[config.mk]
export PLATFORM = sky130hd
export DESIGN_NAME = frame_write_arbiter
export DESIGN_NICKNAME = d
export VERILOG_FILES = /design/src/rtl/frame_write_arbiter.sv
export SDC_FILE = /design/constraint.sdc
export NUM_CORES = 1
export LEC_CHECK = 0
export ABC_AREA = 1
export CORE_ASPECT_RATIO = 1.25
export CORE_MARGIN = 2
export CORE_UTILIZATION = 30
export DETAILED_ROUTE_END_ITERATION = 10
export SYNTH_ARGS = -nofsm -noshare
export SYNTH_HDL_FRONTEND = slang
export SYNTH_SLANG_ARGS = --single-unit
export TNS_END_PERCENT = 10
[constraint.sdc]
create_clock -name clk -period 3.5 [get_ports clk]
set_clock_uncertainty 0.05 [all_clocks]
set_input_delay 0.35 -clock clk [delete_from_list [all_inputs] [get_ports clk]]
set_output_delay 0.35 -clock clk [all_outputs]
set_load 0.02 [all_outputs]
[src/rtl/frame_write_arbiter.sv]
// rtl/frame_write_arbiter.sv - N-channel burst write arbiter with a registered frame buffer write port
// Optional build macro: FRAME_WRITE_ARBITER_FIXED_PRIORITY_EN (fixed lowest-index priority instead of round-robin)
module frame_write_arbiter #(
  parameter int CHANNELS   = 3,
  parameter int ADDR_WIDTH = 19,
  parameter int DATA_WIDTH = 1,
  parameter int MAX_BURST  = 256
) (
  input  logic                           clk,
  input  logic                           rst_n,
  input  logic [CHANNELS-1:0]            req,
  input  logic [CHANNELS-1:0]            last,
  input  logic [CHANNELS*ADDR_WIDTH-1:0] addr,
  input  logic [CHANNELS*DATA_WIDTH-1:0] data,
  output logic [CHANNELS-1:0]            grant,
  output logic                           write_enable,
  output logic [ADDR_WIDTH-1:0]          write_addr,
  output logic [DATA_WIDTH-1:0]          write_data,
  output logic                           busy
);

  localparam int PTR_W = $clog2(CHANNELS);
  localparam int CNT_W = $clog2(MAX_BURST + 1);
  localparam logic [CNT_W-1:0] CNT_LAST = CNT_W'(MAX_BURST - 1);
  localparam logic [PTR_W-1:0] PTR_MAX  = PTR_W'(CHANNELS - 1);

  typedef enum logic {S_IDLE, S_OWN} state_t;

  state_t                r_state, w_state_nxt;
  logic [CHANNELS-1:0]   r_grant, w_grant_nxt;
  logic [PTR_W-1:0]      r_owner, w_owner_nxt;
  logic [PTR_W-1:0]      r_rr_ptr, w_rr_ptr_nxt;
  logic [CNT_W-1:0]      r_beat_cnt, w_beat_cnt_nxt;
  logic                  r_we, w_we_nxt;
  logic [ADDR_WIDTH-1:0] r_waddr, w_waddr_nxt;
  logic [DATA_WIDTH-1:0] r_wdata, w_wdata_nxt;

  logic                  w_found;
  logic [PTR_W-1:0]      w_winner;
  int                    w_idx;
  logic [ADDR_WIDTH-1:0] w_sel_addr;
  logic [DATA_WIDTH-1:0] w_sel_data;
  logic                  w_beat;
  logic                  w_last_beat;

  // Pick the next owner among requesters: rotating start point, or always channel 0 first
  always_comb begin
    w_found  = 1'b0;
    w_winner = '0;
    w_idx    = 0;
    for (int i = 0; i < CHANNELS; i++) begin
`ifdef FRAME_WRITE_ARBITER_FIXED_PRIORITY_EN
      w_idx = i;
`else
      w_idx = (int'(r_rr_ptr) + i) % CHANNELS;
`endif
      if (!w_found && req[w_idx]) begin
        w_found  = 1'b1;
        w_winner = PTR_W'(w_idx);
      end
    end
  end

  // Route the owning channel's address/data; other channels never reach the port
  always_comb begin
    w_sel_addr = '0;
    w_sel_data = '0;
    for (int k = 0; k < CHANNELS; k++) begin
      if (r_grant[k]) begin
        w_sel_addr = addr[k*ADDR_WIDTH +: ADDR_WIDTH];
        w_sel_data = data[k*DATA_WIDTH +: DATA_WIDTH];
      end
    end
  end

  // grant is zero outside OWN, so these only fire for the current owner
  assign w_beat      = |(req & r_grant);
  assign w_last_beat = |(req & last & r_grant);

  // Next-state and registered-output logic for the IDLE/OWN controller
  always_comb begin
    w_state_nxt    = r_state;
    w_grant_nxt    = r_grant;
    w_owner_nxt    = r_owner;
    w_rr_ptr_nxt   = r_rr_ptr;
    w_beat_cnt_nxt = r_beat_cnt;
    w_we_nxt       = 1'b0;
    w_waddr_nxt    = r_waddr;
    w_wdata_nxt    = r_wdata;
    case (r_state)
      S_IDLE: begin
        if (w_found) begin
          w_state_nxt    = S_OWN;
          w_grant_nxt    = CHANNELS'(1) << w_winner;
          w_owner_nxt    = w_winner;
          w_beat_cnt_nxt = '0;
        end
      end
      S_OWN: begin
        if (w_beat) begin
          w_we_nxt       = 1'b1;
          w_waddr_nxt    = w_sel_addr;
          w_wdata_nxt    = w_sel_data;
          w_beat_cnt_nxt = r_beat_cnt + CNT_W'(1);
        end
        // Release on final beat, forced limit, or owner dropping its request
        if (!w_beat || w_last_beat || (r_beat_cnt == CNT_LAST)) begin
          w_state_nxt = S_IDLE;
          w_grant_nxt = '0;
`ifndef FRAME_WRITE_ARBITER_FIXED_PRIORITY_EN
          w_rr_ptr_nxt = (r_owner == PTR_MAX) ? '0 : r_owner + PTR_W'(1);
`endif
        end
      end
      default: w_state_nxt = S_IDLE;
    endcase
  end

  // State and output registers; reset drops any in-flight burst immediately
  always_ff @(posedge clk or negedge rst_n) begin
    if (!rst_n) begin
      r_state    <= S_IDLE;
      r_grant    <= '0;
      r_owner    <= '0;
      r_rr_ptr   <= '0;
      r_beat_cnt <= '0;
      r_we       <= 1'b0;
      r_waddr    <= '0;
      r_wdata    <= '0;
    end else begin
      r_state    <= w_state_nxt;
      r_grant    <= w_grant_nxt;
      r_owner    <= w_owner_nxt;
      r_rr_ptr   <= w_rr_ptr_nxt;
      r_beat_cnt <= w_beat_cnt_nxt;
      r_we       <= w_we_nxt;
      r_waddr    <= w_waddr_nxt;
      r_wdata    <= w_wdata_nxt;
    end
  end

  assign grant        = r_grant;
  assign write_enable = r_we;
  assign write_addr   = r_waddr;
  assign write_data   = r_wdata;
  assign busy         = (r_state == S_OWN);

endmodule

* Yosys cells after proc, flatten, opt, wreduce, memory -nomap -nowiden *
Index checks and enable logic that the tools add are counted.

storage, ports and cells
  RAM bits = 0
  latch bits = 0
  memory bits (read-only) = 0
  bits in registers = 38
  bits of input ports = 68
  memories = 0

cells by class
  add/sub/neg operators = 4
  reductions and logical operators = 14
  multiplexer cells = 33
  equality and inequality tests = 5
  order comparisons = 3
  multipliers = 0
  shift operators = 1
  div/mod/pow operators = 3
  bitwise logic cells = 4

operators by type and width
  kind                                                          number
  less-than comparator 32 x 4 -> 1 bit (second input constant)  3
  modulo 32 x 3 -> 32 bit (second input constant)               2
  two-way mux 19 bit                                            3
  modulo 3 x 3 -> 32 bit (second input constant)                1
  two-way mux 9 bit                                             2
  case mux 9 bit (2 select lines)                               1
  two-way mux 1 bit                                             16
  AND reduction 2 bit                                           5
  adder 9 x 1 -> 9 bit (second input constant)                  1
  bitwise AND 3 bit                                             3
  equality test 9 x 8 -> 1 bit (second input constant)          1
  two-way mux 2 bit                                             4
  binary-select mux 1 bit (select 2 bit)                        3
  two-way mux 3 bit                                             2
  case mux 3 bit (2 select lines)                               1
  OR reduction 3 bit                                            2
  != test 2 x 1 -> 1 bit (second input constant)                2
  adder 2 x 1 -> 3 bit (second input constant)                  1
  adder 2 x 2 -> 3 bit (second input constant)                  1
  logical NOT 1 bit                                             3
  << shifter 1 x 2 -> 3 bit (first input constant)              1
  adder 2 x 1 -> 2 bit (second input constant)                  1
  equality test 2 bit (second input constant)                   1
  logical AND 1 bit                                             2
  other kinds (4)                                               5

* Longest topological paths before layout *
  depth after elaboration = 14
  mapped depth = 13
  depth with buffers taken out = 13

* Worst setup path after synthesis *
No wires, ideal clock.

  path kind = flip-flop to flip-flop
  start = register r_beat_cnt[0]
  end = register r_grant[1], in the netlist grant[1]
  arrival = 1.555 ns
  period minus slack after synthesis = 1.681 ns
  cell stages (with the launch flop) = 13
  data required time = 3.374 ns
  setup slack = 1.819 ns
  cells stage by stage = dfrtp_1 -> ha_1 -> nand2_1 -> nor2_1 -> and3_1 -> ha_1 -> inv_1 -> nand2_1 -> inv_1 -> nand4_1 -> nand2_1 -> nand2_2 -> o21ai_1

on the way
  longest elaborated chain between the ends = 4

RTL lines
  element                           RTL line  text
  start: declaration                33        logic [CNT_W-1:0] r_beat_cnt, w_beat_cnt_nxt;
  start signal: assignment          135       r_beat_cnt <= w_beat_cnt_nxt;
  equality test 9 x 8 -> 1 bit      107       if (!w_beat || w_last_beat || (r_beat_cnt == CNT_LAST)) begin
  logical OR 1 bit                  107
  != test 2 x 1 -> 1 bit (no line)  n/a
  AND reduction 2 bit (no line)     n/a
  end signal: assignment            132       r_grant <= w_grant_nxt;
  end: declaration                  30        logic [CHANNELS-1:0] r_grant, w_grant_nxt;

Every way passes these cells.
A chain may end at the register's enable or synchronous reset.

* Worst setup path after layout *
  start = register r_grant[1], in the netlist grant[1]
  end = output grant[1]

RTL lines
  element           RTL line  text
  end: declaration  15        output logic [CHANNELS-1:0] grant,

No word-level cell between the ends.

==> summary.txt <==
Die
  – Top Ports: 93
  – DIE AREA: 8150 um2
  – Number of rows in the core area: 35
  – Initial Util: 0.305
  – Chip width: 81.2 um
  – Height of the chip: 100 um
  – Area inside the core boundary: 7310 um2

Logic synthesis
  – Syn nets: 350
  – Post-Syn Area per Cell: 8.09 um2
  – Number of cells produced by synthesis: 276
  – Most used standard cells in the synthesized netlist: sky130_fd_sc_hd__nand2_1, sky130_fd_sc_hd__dfrtp_1, sky130_fd_sc_hd__nand3_1, sky130_fd_sc_hd__o21ai_0
  – Biggest area contributors in the synthesized netlist: sky130_fd_sc_hd__dfrtp_1, sky130_fd_sc_hd__nand3_1, sky130_fd_sc_hd__nand2_1
  – Share of cell area taken by muxes after synthesis: 0
  – Synthesized-area fraction occupied by and/or/nand/nor cells: 0.247
  – Main combinational cell family by area after synthesis: simple AND/OR/NAND/NOR gates
  – Share of the synthesized area in the top cell type: 0.426
  – Sequential cell area fraction in the yosys report: 0.426
  – Primary flip-flop cell chosen by synthesis mapping: sky130_fd_sc_hd__dfrtp_1
  – Synth async-reset ratio: 1.00
  – Arithmetic-cell share of the synthesized area counting full adders, half adders and majority gates: 0.0336
  – Most numerous cell in the Yosys netlist: sky130_fd_sc_hd__nand2_1
  – Area fraction in compound gates after synthesis: 0.210
  – Count of synthesis-stage warnings from yosys: 0
  – Synth Cell Area: 2230 um2
  – Post-synthesis cell type with the largest combined area: sky130_fd_sc_hd__dfrtp_1
  – Number of different library cells in the post-synthesis netlist: 27
  – Number of enable flip-flop cells after synthesis: 0
  – FF+latch count, synth: 38
  – Parity-gate share of the synthesized area counting xor and xnor cells: 0.0157

Power and ir drop
  – VDD IR max: 0.000256 V
  – Internal power: 1.29 mW
  – Reported leakage power: 1.42 nW
  – Relative contribution of combinational cells to total power: 0.542
  – Flop pwr share: 0.325
  – Power density cells: 703 nW/um2
  – Switching Fraction: 0.444
  – Switching power: 1.03 mW
  – Share of total power in the clock network: 0.134

Critical path
  – Arrival @ worst endpoint: 1.92 ns
  – Crit path cell chain: clkdlybuf4s50_1
  – Data required, critical path: 3.10 ns
  – Crit end category: output pin
  – Worst Path Buf+Inv: 1
  – Slowest cell on the critical path: sky130_fd_sc_hd__dfrtp_1
  – Largest stage delay on the critical path: 0.89 ns
  – Kind of start point of the critical path: flip-flop
  – Worst setup path category: reg -> out
  – Cell class contributing the biggest share of worst-path delay: flip-flops
  – Crit Path Max Fanout: 24

STA
  – Worst rel slew slack: 0.437
  – Period minus WS final: 2.32 ns
  – Total setup violations reported at the end of the flow: 0
  – Count of endpoints failing hold in the final timing report: 0
  – Slew at the pin closest to its max-slew limit: 0.845 ns
  – Unrepaired setup endpoints after global routing: no
  – Number of slew-limit violations in the final report: 0
  – Highest attainable clock frequency: 432 MHz
  – Share of the clock period used by the worst path: 0.662
  – Final total negative setup slack: 0 ns
  – Worst Setup Slack, final: 1.18 ns

Routing
  – Overall via count from detail_route: 2201
  – Final wirelength: 6.21 mm
  – Detailed-route wire length per cell: 13.7 um
  – First-pass iteration count of the detailed router: 4
  – DRC violations left: 0
  – Violation count after the first detailed-routing iteration: 121
  – Residual antenna-violating net count after detailed routing: 0
  – Ratio of routed vias to standard cells: 4.85

CTS
  – Total CTS buffers: 5
  – Level count of the clock H-tree: 2
  – CTS root buffer: sky130_fd_sc_hd__clkbuf_8
  – Count of hold-fix buffers inserted at cts: 0
  – Post-CTS repair timing setup buffer count: 0
  – Bufs on Longest Clock Path: 2
  – TritonCTS clock tree: done
  – Post-CTS resize count: 0
  – Source-to-sink clock delay at the later pin of the worst-skew pair: 0.29 ns
  – Count of clock tree sinks: 38
  – Clock transition at the registers of the reported paths: 0.07 ns

Run
  – Max-cap violation count: 0

Placement
  – Placed cell count: 446
  – Cell area after placement: 3210 um2
  – # port buffers: 92
  – Placer's final routability congestion estimate: 0.749
  – Post-placement setup slack: 1.38 ns
  – Detailed placement HPWL: 4.64 mm

Global route
  – Global-route wire length before repair: 10.5 mm
  – Largest net degree at the start of global routing: 47
  – Antenna violations before repair: 0
  – Final global-route overflow total: 0
  – Total routing resource utilization after global routing: 0.166
  – Number of global-route vias before repair: 2258

Final layout
  – Ratio of cells with drive above 1 in the final layout: 0.0801
  – Layout overhead on the synthesized area: 47.8%
  – Antenna diode count: 0
  – Fin nets: 435
  – Post-layout instance area: 3300 um2
  – Non-filler cells in the finished layout: 454

Min path
  – Path category of the worst min-delay check: in -> async

Status
  – Status: complete, no violations
-- final timing paths --
check                      depth (start not counted)  slack (ns)                          to                    from
setup reg to reg                                   7        1.41   r_beat_cnt[4]$_DFFE_PN0P_    grant[1]$_DFFE_PN0P_
hold reg to reg                                    1        0.41     r_rr_ptr[0]$_DFFE_PN0P_  r_owner[1]$_DFFE_PN0P_
setup / recovery                                   1        1.18                    grant[1]    grant[1]$_DFFE_PN0P_
min in group clk                                   1        0.41     r_rr_ptr[0]$_DFFE_PN0P_  r_owner[1]$_DFFE_PN0P_
max in group asynchronous                          1        2.75        grant[2]$_DFFE_PN0P_                   rst_n
hold / removal                                     1        0.11  write_addr[14]$_DFFE_PN0P_                   rst_n
-- cell type report --
cell class              count  area (um2)
clock buffers               7        86.3
flip-flops and latches     38         951
multi-input cells         200        1130
clock inverters             1        5.00
inverters                  24        95.1
well taps                  92         115
repair buffers             92         916
fillers                   745        4020
-- worst reg2reg max path, stage by stage, from the launching register on --
cell and delay (ns):
sky130_fd_sc_hd__dfrtp_1 0.89, sky130_fd_sc_hd__nand2_1 0.14, sky130_fd_sc_hd__nand3_2 0.16, sky130_fd_sc_hd__nand2_4 0.25, sky130_fd_sc_hd__inv_4 0.20, sky130_fd_sc_hd__nand4_2 0.09
sky130_fd_sc_hd__xor2_1 0.17, sky130_fd_sc_hd__nor2_2 0.04
-- registers in the layout (all words and copies together), names as in the netlist --
signal and cells:
r_rr_ptr 2, r_beat_cnt 9, write_addr 19, write_enable 1, write_data 1, busy 1, r_owner 2, grant 3
-- layout by cell type (no fill, tap or decap), types with 3 or more instances in the layout --
cell type                         netlist  final
sky130_fd_sc_hd__nand3_1               38     38
sky130_fd_sc_hd__xor2_1                 4      4
sky130_fd_sc_hd__nand2_2                4      4
sky130_fd_sc_hd__o2bb2ai_1             20     20
sky130_fd_sc_hd__o21ai_0               24     24
sky130_fd_sc_hd__nand3_2                3      3
sky130_fd_sc_hd__a21oi_1               20     20
sky130_fd_sc_hd__inv_1                 19     19
sky130_fd_sc_hd__ha_1                   6      6
sky130_fd_sc_hd__o21ai_1                6      6
sky130_fd_sc_hd__dfrtp_1               38     38
sky130_fd_sc_hd__clkdlybuf4s50_1        0     91
sky130_fd_sc_hd__nand2_1               50     50
sky130_fd_sc_hd__inv_2                  3      3
sky130_fd_sc_hd__nor2_1                11     11
sky130_fd_sc_hd__clkbuf_8               0      6
-- cells by family (layout without fill, tap and decap cells) --
logic type / after synthesis / count (layout)
xor+xnor: 4 / 4
fa+ha+maj: 6 / 6
flops: 38 / 38
compound gates: 75 / 75
buf+inv: 38 / 124
simple gates: 115 / 115
-- per-stage QoR --
step / total power [mW] / utilization / hold slack (ns)
floorplan: 1.55 / - / 0.00441
global placement: 2.00 / 0.438 / 0.398
detailed placement: 2.03 / 0.438 / 0.405
CTS: 2.35 / 0.451 / 0.136
global route: 2.53 / 0.451 / 0.176
finish: 2.32 / 0.451 / 0.111
-- power groups by stage --
stage,clock network [mW],registers [mW],logic (mW)
2_1_floorplan,0,0.808,0.745
3_3_place_gp,0,0.753,1.25
3_5_place_dp,0,0.761,1.26
4_1_cts,0.323,0.755,1.27
5_1_grt,0.339,0.780,1.41
6_report,0.310,0.753,1.26
-- routing by layer --
| metal | vias up | GRT usage | share of wire |
|---|---|---|---|
| met5 | - | 0 | 0 |
| met4 | 0 | 0.0548 | 0.020 |
| met3 | 11 | 0.0495 | 0.067 |
| met2 | 69 | 0.278 | 0.48 |
| met1 | 997 | 0.201 | 0.43 |
| li1 | 1124 | - | - |
Power figures use the tool's default switching activity.
